--- src/rtl/rf_wb_arbiter.sv ---
// Round-robin writeback arbiter: two FIFO-buffered sources share one registered regfile write port.
// Optional macro RF_WB_PENDMASK_EN adds the pend_mask output (pending destination registers).
module rf_wb_arbiter #(
  parameter int DEPTH  = 2,
  parameter int ADDR_W = 5,
  parameter int DATA_W = 32
) (
  input  logic              clk_in,
  input  logic              rst_in,
  input  logic              rdy_in,
  input  logic              a_valid,
  output logic              a_ready,
  input  logic [ADDR_W-1:0] a_addr,
  input  logic [DATA_W-1:0] a_data,
  input  logic              b_valid,
  output logic              b_ready,
  input  logic [ADDR_W-1:0] b_addr,
  input  logic [DATA_W-1:0] b_data,
  output logic              rf_we,
  output logic [ADDR_W-1:0] rf_waddr,
  output logic [DATA_W-1:0] rf_wdata,
  output logic              idle
`ifdef RF_WB_PENDMASK_EN
  ,
  output logic [(1<<ADDR_W)-1:0] pend_mask
`endif
);

  localparam int PTR_W = (DEPTH > 1) ? $clog2(DEPTH) : 1;
  localparam int CNT_W = $clog2(DEPTH + 1);
  localparam logic [CNT_W-1:0] FULL = CNT_W'(DEPTH);

  // Index 0 is source A, index 1 is source B.
  logic [ADDR_W-1:0] addr_q [2][DEPTH];
  logic [DATA_W-1:0] data_q [2][DEPTH];
  logic [PTR_W-1:0]  wptr_q [2];
  logic [PTR_W-1:0]  wptr_d [2];
  logic [PTR_W-1:0]  rptr_q [2];
  logic [PTR_W-1:0]  rptr_d [2];
  logic [CNT_W-1:0]  cnt_q  [2];
  logic [CNT_W-1:0]  cnt_d  [2];
  logic              last_q, last_d;
  logic              rf_we_q, rf_we_d;
  logic [ADDR_W-1:0] rf_waddr_q, rf_waddr_d;
  logic [DATA_W-1:0] rf_wdata_q, rf_wdata_d;

  logic [1:0]        valid_s, ready_s, push_s, pop_s, nonempty_s;
  logic [ADDR_W-1:0] in_addr_s [2];
  logic [DATA_W-1:0] in_data_s [2];
  logic              gnt_v_s, gnt_src_s;
  logic [ADDR_W-1:0] head_addr_s;
  logic [DATA_W-1:0] head_data_s;

  always_comb begin
    valid_s      = {b_valid, a_valid};
    in_addr_s[0] = a_addr;
    in_addr_s[1] = b_addr;
    in_data_s[0] = a_data;
    in_data_s[1] = b_data;
    for (int s = 0; s < 2; s++) begin
      nonempty_s[s] = (cnt_q[s] != {CNT_W{1'b0}});
      ready_s[s]    = rdy_in & (cnt_q[s] != FULL);
      push_s[s]     = valid_s[s] & ready_s[s];
    end
  end

  // Contention goes to the source that did not win last; otherwise the only non-empty one.
  always_comb begin
    gnt_v_s = rdy_in & (|nonempty_s);
    if (nonempty_s == 2'b11) begin
      gnt_src_s = ~last_q;
    end else begin
      gnt_src_s = nonempty_s[1];
    end
    head_addr_s = addr_q[gnt_src_s][rptr_q[gnt_src_s]];
    head_data_s = data_q[gnt_src_s][rptr_q[gnt_src_s]];
    pop_s = 2'b00;
    if (gnt_v_s) begin
      pop_s[gnt_src_s] = 1'b1;
    end else begin
      pop_s = 2'b00;
    end
  end

  always_comb begin
    for (int s = 0; s < 2; s++) begin
      wptr_d[s] = push_s[s] ? wptr_q[s] + PTR_W'(1) : wptr_q[s];
      rptr_d[s] = pop_s[s]  ? rptr_q[s] + PTR_W'(1) : rptr_q[s];
      cnt_d[s]  = cnt_q[s] + CNT_W'(push_s[s]) - CNT_W'(pop_s[s]);
    end
    if (gnt_v_s) begin
      last_d     = gnt_src_s;
      rf_we_d    = (head_addr_s != {ADDR_W{1'b0}});
      rf_waddr_d = head_addr_s;
      rf_wdata_d = head_data_s;
    end else begin
      last_d     = last_q;
      rf_we_d    = 1'b0;
      rf_waddr_d = rf_waddr_q;
      rf_wdata_d = rf_wdata_q;
    end
  end

  always_ff @(posedge clk_in) begin
    if (rst_in) begin
      for (int s = 0; s < 2; s++) begin
        wptr_q[s] <= {PTR_W{1'b0}};
        rptr_q[s] <= {PTR_W{1'b0}};
        cnt_q[s]  <= {CNT_W{1'b0}};
      end
      last_q     <= 1'b1;
      rf_we_q    <= 1'b0;
      rf_waddr_q <= {ADDR_W{1'b0}};
      rf_wdata_q <= {DATA_W{1'b0}};
    end else begin
      for (int s = 0; s < 2; s++) begin
        wptr_q[s] <= wptr_d[s];
        rptr_q[s] <= rptr_d[s];
        cnt_q[s]  <= cnt_d[s];
        if (push_s[s]) begin
          addr_q[s][wptr_q[s]] <= in_addr_s[s];
          data_q[s][wptr_q[s]] <= in_data_s[s];
        end
      end
      last_q     <= last_d;
      rf_we_q    <= rf_we_d;
      rf_waddr_q <= rf_waddr_d;
      rf_wdata_q <= rf_wdata_d;
    end
  end

  assign a_ready  = ready_s[0];
  assign b_ready  = ready_s[1];
  assign rf_we    = rf_we_q;
  assign rf_waddr = rf_waddr_q;
  assign rf_wdata = rf_wdata_q;
  assign idle     = ~nonempty_s[0] & ~nonempty_s[1] & ~rf_we_q;

`ifdef RF_WB_PENDMASK_EN
  logic [PTR_W-1:0] off_s;

  // An entry is occupied when its distance from the read pointer is below the count.
  always_comb begin
    pend_mask = {(1<<ADDR_W){1'b0}};
    off_s     = {PTR_W{1'b0}};
    for (int s = 0; s < 2; s++) begin
      for (int i = 0; i < DEPTH; i++) begin
        off_s = PTR_W'(i) - rptr_q[s];
        pend_mask[addr_q[s][i]] = pend_mask[addr_q[s][i]] | (CNT_W'(off_s) < cnt_q[s]);
      end
    end
    pend_mask[rf_waddr_q] = pend_mask[rf_waddr_q] | rf_we_q;
    pend_mask[0] = 1'b0;
  end
`endif

endmodule

--- config.mk ---
export PLATFORM = sky130hd
export DESIGN_NAME = rf_wb_arbiter
export DESIGN_NICKNAME = d
export VERILOG_FILES = /design/src/rtl/rf_wb_arbiter.sv
export SDC_FILE = /design/constraint.sdc
export NUM_CORES = 1
export LEC_CHECK = 0
export BUFFER_PORTS_ARGS = -buffer_cell sky130_fd_sc_hd__buf_4
export CAP_MARGIN = 25
export CORE_AREA = 3 3 132 134
export CTS_BUF_LIST = sky130_fd_sc_hd__clkbuf_4
export DETAILED_ROUTE_END_ITERATION = 6
export DIE_AREA = 0 0 135 137
export PLACE_DENSITY = 0.65
export SYNTH_ARGS = -nofsm -noshare
export SYNTH_HDL_FRONTEND = slang
export SYNTH_SLANG_ARGS = --single-unit
--- constraint.sdc ---
create_clock -name clk_in -period 13.8 [get_ports clk_in]
set_input_delay 2.76 -clock clk_in [delete_from_list [all_inputs] [get_ports clk_in]]
set_output_delay 2.76 -clock clk_in [all_outputs]
set_load 0.01 [all_outputs]
==> results.json <==
{
  "required_ps": 11040,
  "pin_count": 120,
  "slowest_delay_ps": 190,
  "routed_wl_mm": 15.3,
  "peakVddDrop_mv": 0.0881,
  "antenna_found_initial": 1,
  "postSynthAreaPerCell_sq_um": 14.7,
  "drv_cap": 0,
  "fin_ws_ps": 7830,
  "first_pass_iters": 4,
  "yosys_warnings": 0,
  "syn-cell-area_sq_um": 7510,
  "die_area_sq_um": 18500,
  "grt_max_degree": 52,
  "finalMaxSlewViolations": 0,
  "holdCritPathClass": "flop to flop",
  "worst_pin_slew_ps": 906,
  "place_hpwl_mm": 9.79,
  "cp_max_fo": 6,
  "synth_nets": 593,
  "gr-max-usage-layer": "met2",
  "fin_area_sq_um": 8870,
  "synth_edf_count": 148,
  "synthArstFlopShare": 0,
  "crit_buf_inv": 2,
  "final_nets": 703,
  "vias_per_cell": 5.28,
  "dpl_cell_area_sq_um": 8600,
  "fin_cells": 854,
  "cts_inserted_buffers": 17,
  "numPortBuffers": 119,
  "gp_congestion": 0.742,
  "coreArea_sq_um": 16400,
  "start_util": 0.458,
  "clock_sinks": 195,
  "grtUsageMet3": 0.0386,
  "start_kind": "input port",
  "status": "finished, final reports clean",
  "die_x_um": 135,
  "use_met1": 0.219,
  "synth-seq-area-share": 0.717,
  "layout-drive-gt1-share": 0.276,
  "yosysUniqueCellTypes": 33,
  "pre_cts_ws_ps": 7830,
  "rows": 47,
  "fin_crit_ps": 5970,
  "clk_latency_ps": 560,
  "rsz0062_at_grt": "false",
  "powerDensity_nw_per_um2": 164,
  "wl_per_cell_um": 18.0,
  "grt_pass1_vias": 4515,
  "crit_type": "input port to output port",
  "cp_slowest_cell": "a21boi_0",
  "die_y_um": 137,
  "grt_overflow": 0,
  "path_clk_slew_ps": 140,
  "syn_to_final_growth_pct": 18.2,
  "route.vias.total": 4506,
  "holdWs_ps": 487,
  "cts_tree": "built",
  "tns_ps": 0,
  "path_delay_family": "buffers and inverters",
  "period_share": 0.432,
  "max_freq_mhz": 168,
  "ys.flop_type": "edfxtp_1",
  "slew-limit-headroom": 0.394,
  "path_cells": "buf_4 -> a21boi_0 -> buf_4",
  "crit_top_cell": "buf_4",
  "holdBufCountCts": 0,
  "setup.worst_path.end_class": "output port",
  "place_inst": 821,
  "fin_util": 0.541,
  "drc": 0,
  "cts_setup_buffers": 0,
  "syn_inst": 510,
  "cts_max_path_buffers": 2,
  "p_total_mw": 1.46,
  "hold_violations": 0,
  "dr.first_iter.drc_count": 229,
  "setup_viol": 0,
  "grt_pass1_wl_mm": 23.9,
  "finClkSkew_ps": 16.7,
  "track_usage": 0.171,
  "h-tree-depth": 4,
  "worstPathArrival_ps": 3210,
  "ctsResizeCount": 0,
  "ant_nets": 0,
  "power_leakage_nw": 3.11,
  "synth_seq_cells": 195,
  "root_buffer": "clkbuf_4",
  "gr-usage-met2": 0.284
}
==> layer usage <==
metal | wire (um) | up-vias
li1 | - | 2171
met1 | 6830 | 2222
met2 | 7640 | 98
met3 | 609 | 15
met4 | 272 | 0
met5 | 0 | -
==> cells in the final DEF (no fill, tap or decap), types with 9 or more instances in the layout <==
cell type and n:
o31ai_1 32, buf_4 129, dfxtp_1 45, nand3b_1 37, nor2b_1 66, a21oi_1 9, a211oi_1 65, clkbuf_4 18
edfxtp_1 148
==> flip-flops by register name, summed over array words and instances, names as in the netlist, 2 cells and up <==
signal,count
rf_wdata,32
cnt_q,4
wptr_q,2
rf_waddr,5
addr_q,20
data_q,128
rptr_q,2
==> synthesized netlist by cell type (2+ instances only) <==
| cell type | instances | area [sq um] |
|---|---|---|
| edfxtp_1 | 148 | 4440 |
| nor2b_1 | 66 | 413 |
| a211oi_1 | 65 | 488 |
| dfxtp_1 | 47 | 941 |
| nand3b_1 | 37 | 278 |
| o31ai_1 | 32 | 240 |
| clkbuf_1 | 19 | 71.3 |
| buf_2 | 11 | 55.1 |
| a21oi_1 | 9 | 45.0 |
| inv_1 | 8 | 30.0 |
| nor2_1 | 8 | 30.0 |
| mux2_2 | 7 | 78.8 |
| o21ai_1 | 6 | 30.0 |
| mux2i_1 | 5 | 50.1 |
| ha_1 | 4 | 50.1 |
| nor3_1 | 4 | 20.0 |
| xnor2_1 | 4 | 35.0 |
| buf_1 | 3 | 11.3 |
| buf_4 | 3 | 22.5 |
| nor4_1 | 3 | 18.8 |
| xor2_1 | 3 | 26.3 |
| a21boi_0 | 2 | 15.0 |
| buf_6 | 2 | 22.5 |
| nand2_1 | 2 | 7.51 |
| nor3b_1 | 2 | 15.0 |
| o211ai_1 | 2 | 15.0 |
| or2_1 | 2 | 12.5 |
==> power by group <==
group	total, mW	switching, mW	leakage (nW)	internal [mW]
Sequential	0.749	0.0531	1.73	0.696
Combinational	0.418	0.244	1.24	0.173
Clock	0.290	0.182	0.141	0.108
Total	1.46	0.479	3.11	0.978
==> final cells by class <==
type / instances / area (sq um)
inverter: 8 / 30.0
tap: 220 / 275
fill: 1368 / 7530
clock inverter: 14 / 139
clock buffer: 18 / 135
sequential: 195 / 5390
antenna: 1 / 2.50
timing repair buffer: 129 / 968
multi-input combinational: 269 / 1940
==> final timing paths <==
check / from / to / slack (ps) / depth (start not counted)
worst max register to register: cnt_q[0][3] / rf_wdata[31] / 11050 / 4
worst min register to register: last_q / last_q / 490 / 1
worst min-delay path: last_q / last_q / 490 / 1
worst max-delay path: rdy_in / b_ready / 7830 / 3
==> cell families after synthesis <==
group,Yosys count,synth area share
xor+xnor,7,0.00817
compound gates,118,0.113
fa+ha+maj,4,0.00667
buf+inv,46,0.0283
flops,195,0.717
mux,12,0.0172
simple gates,128,0.110
Note: power is estimated with default switching activity, not from simulation.
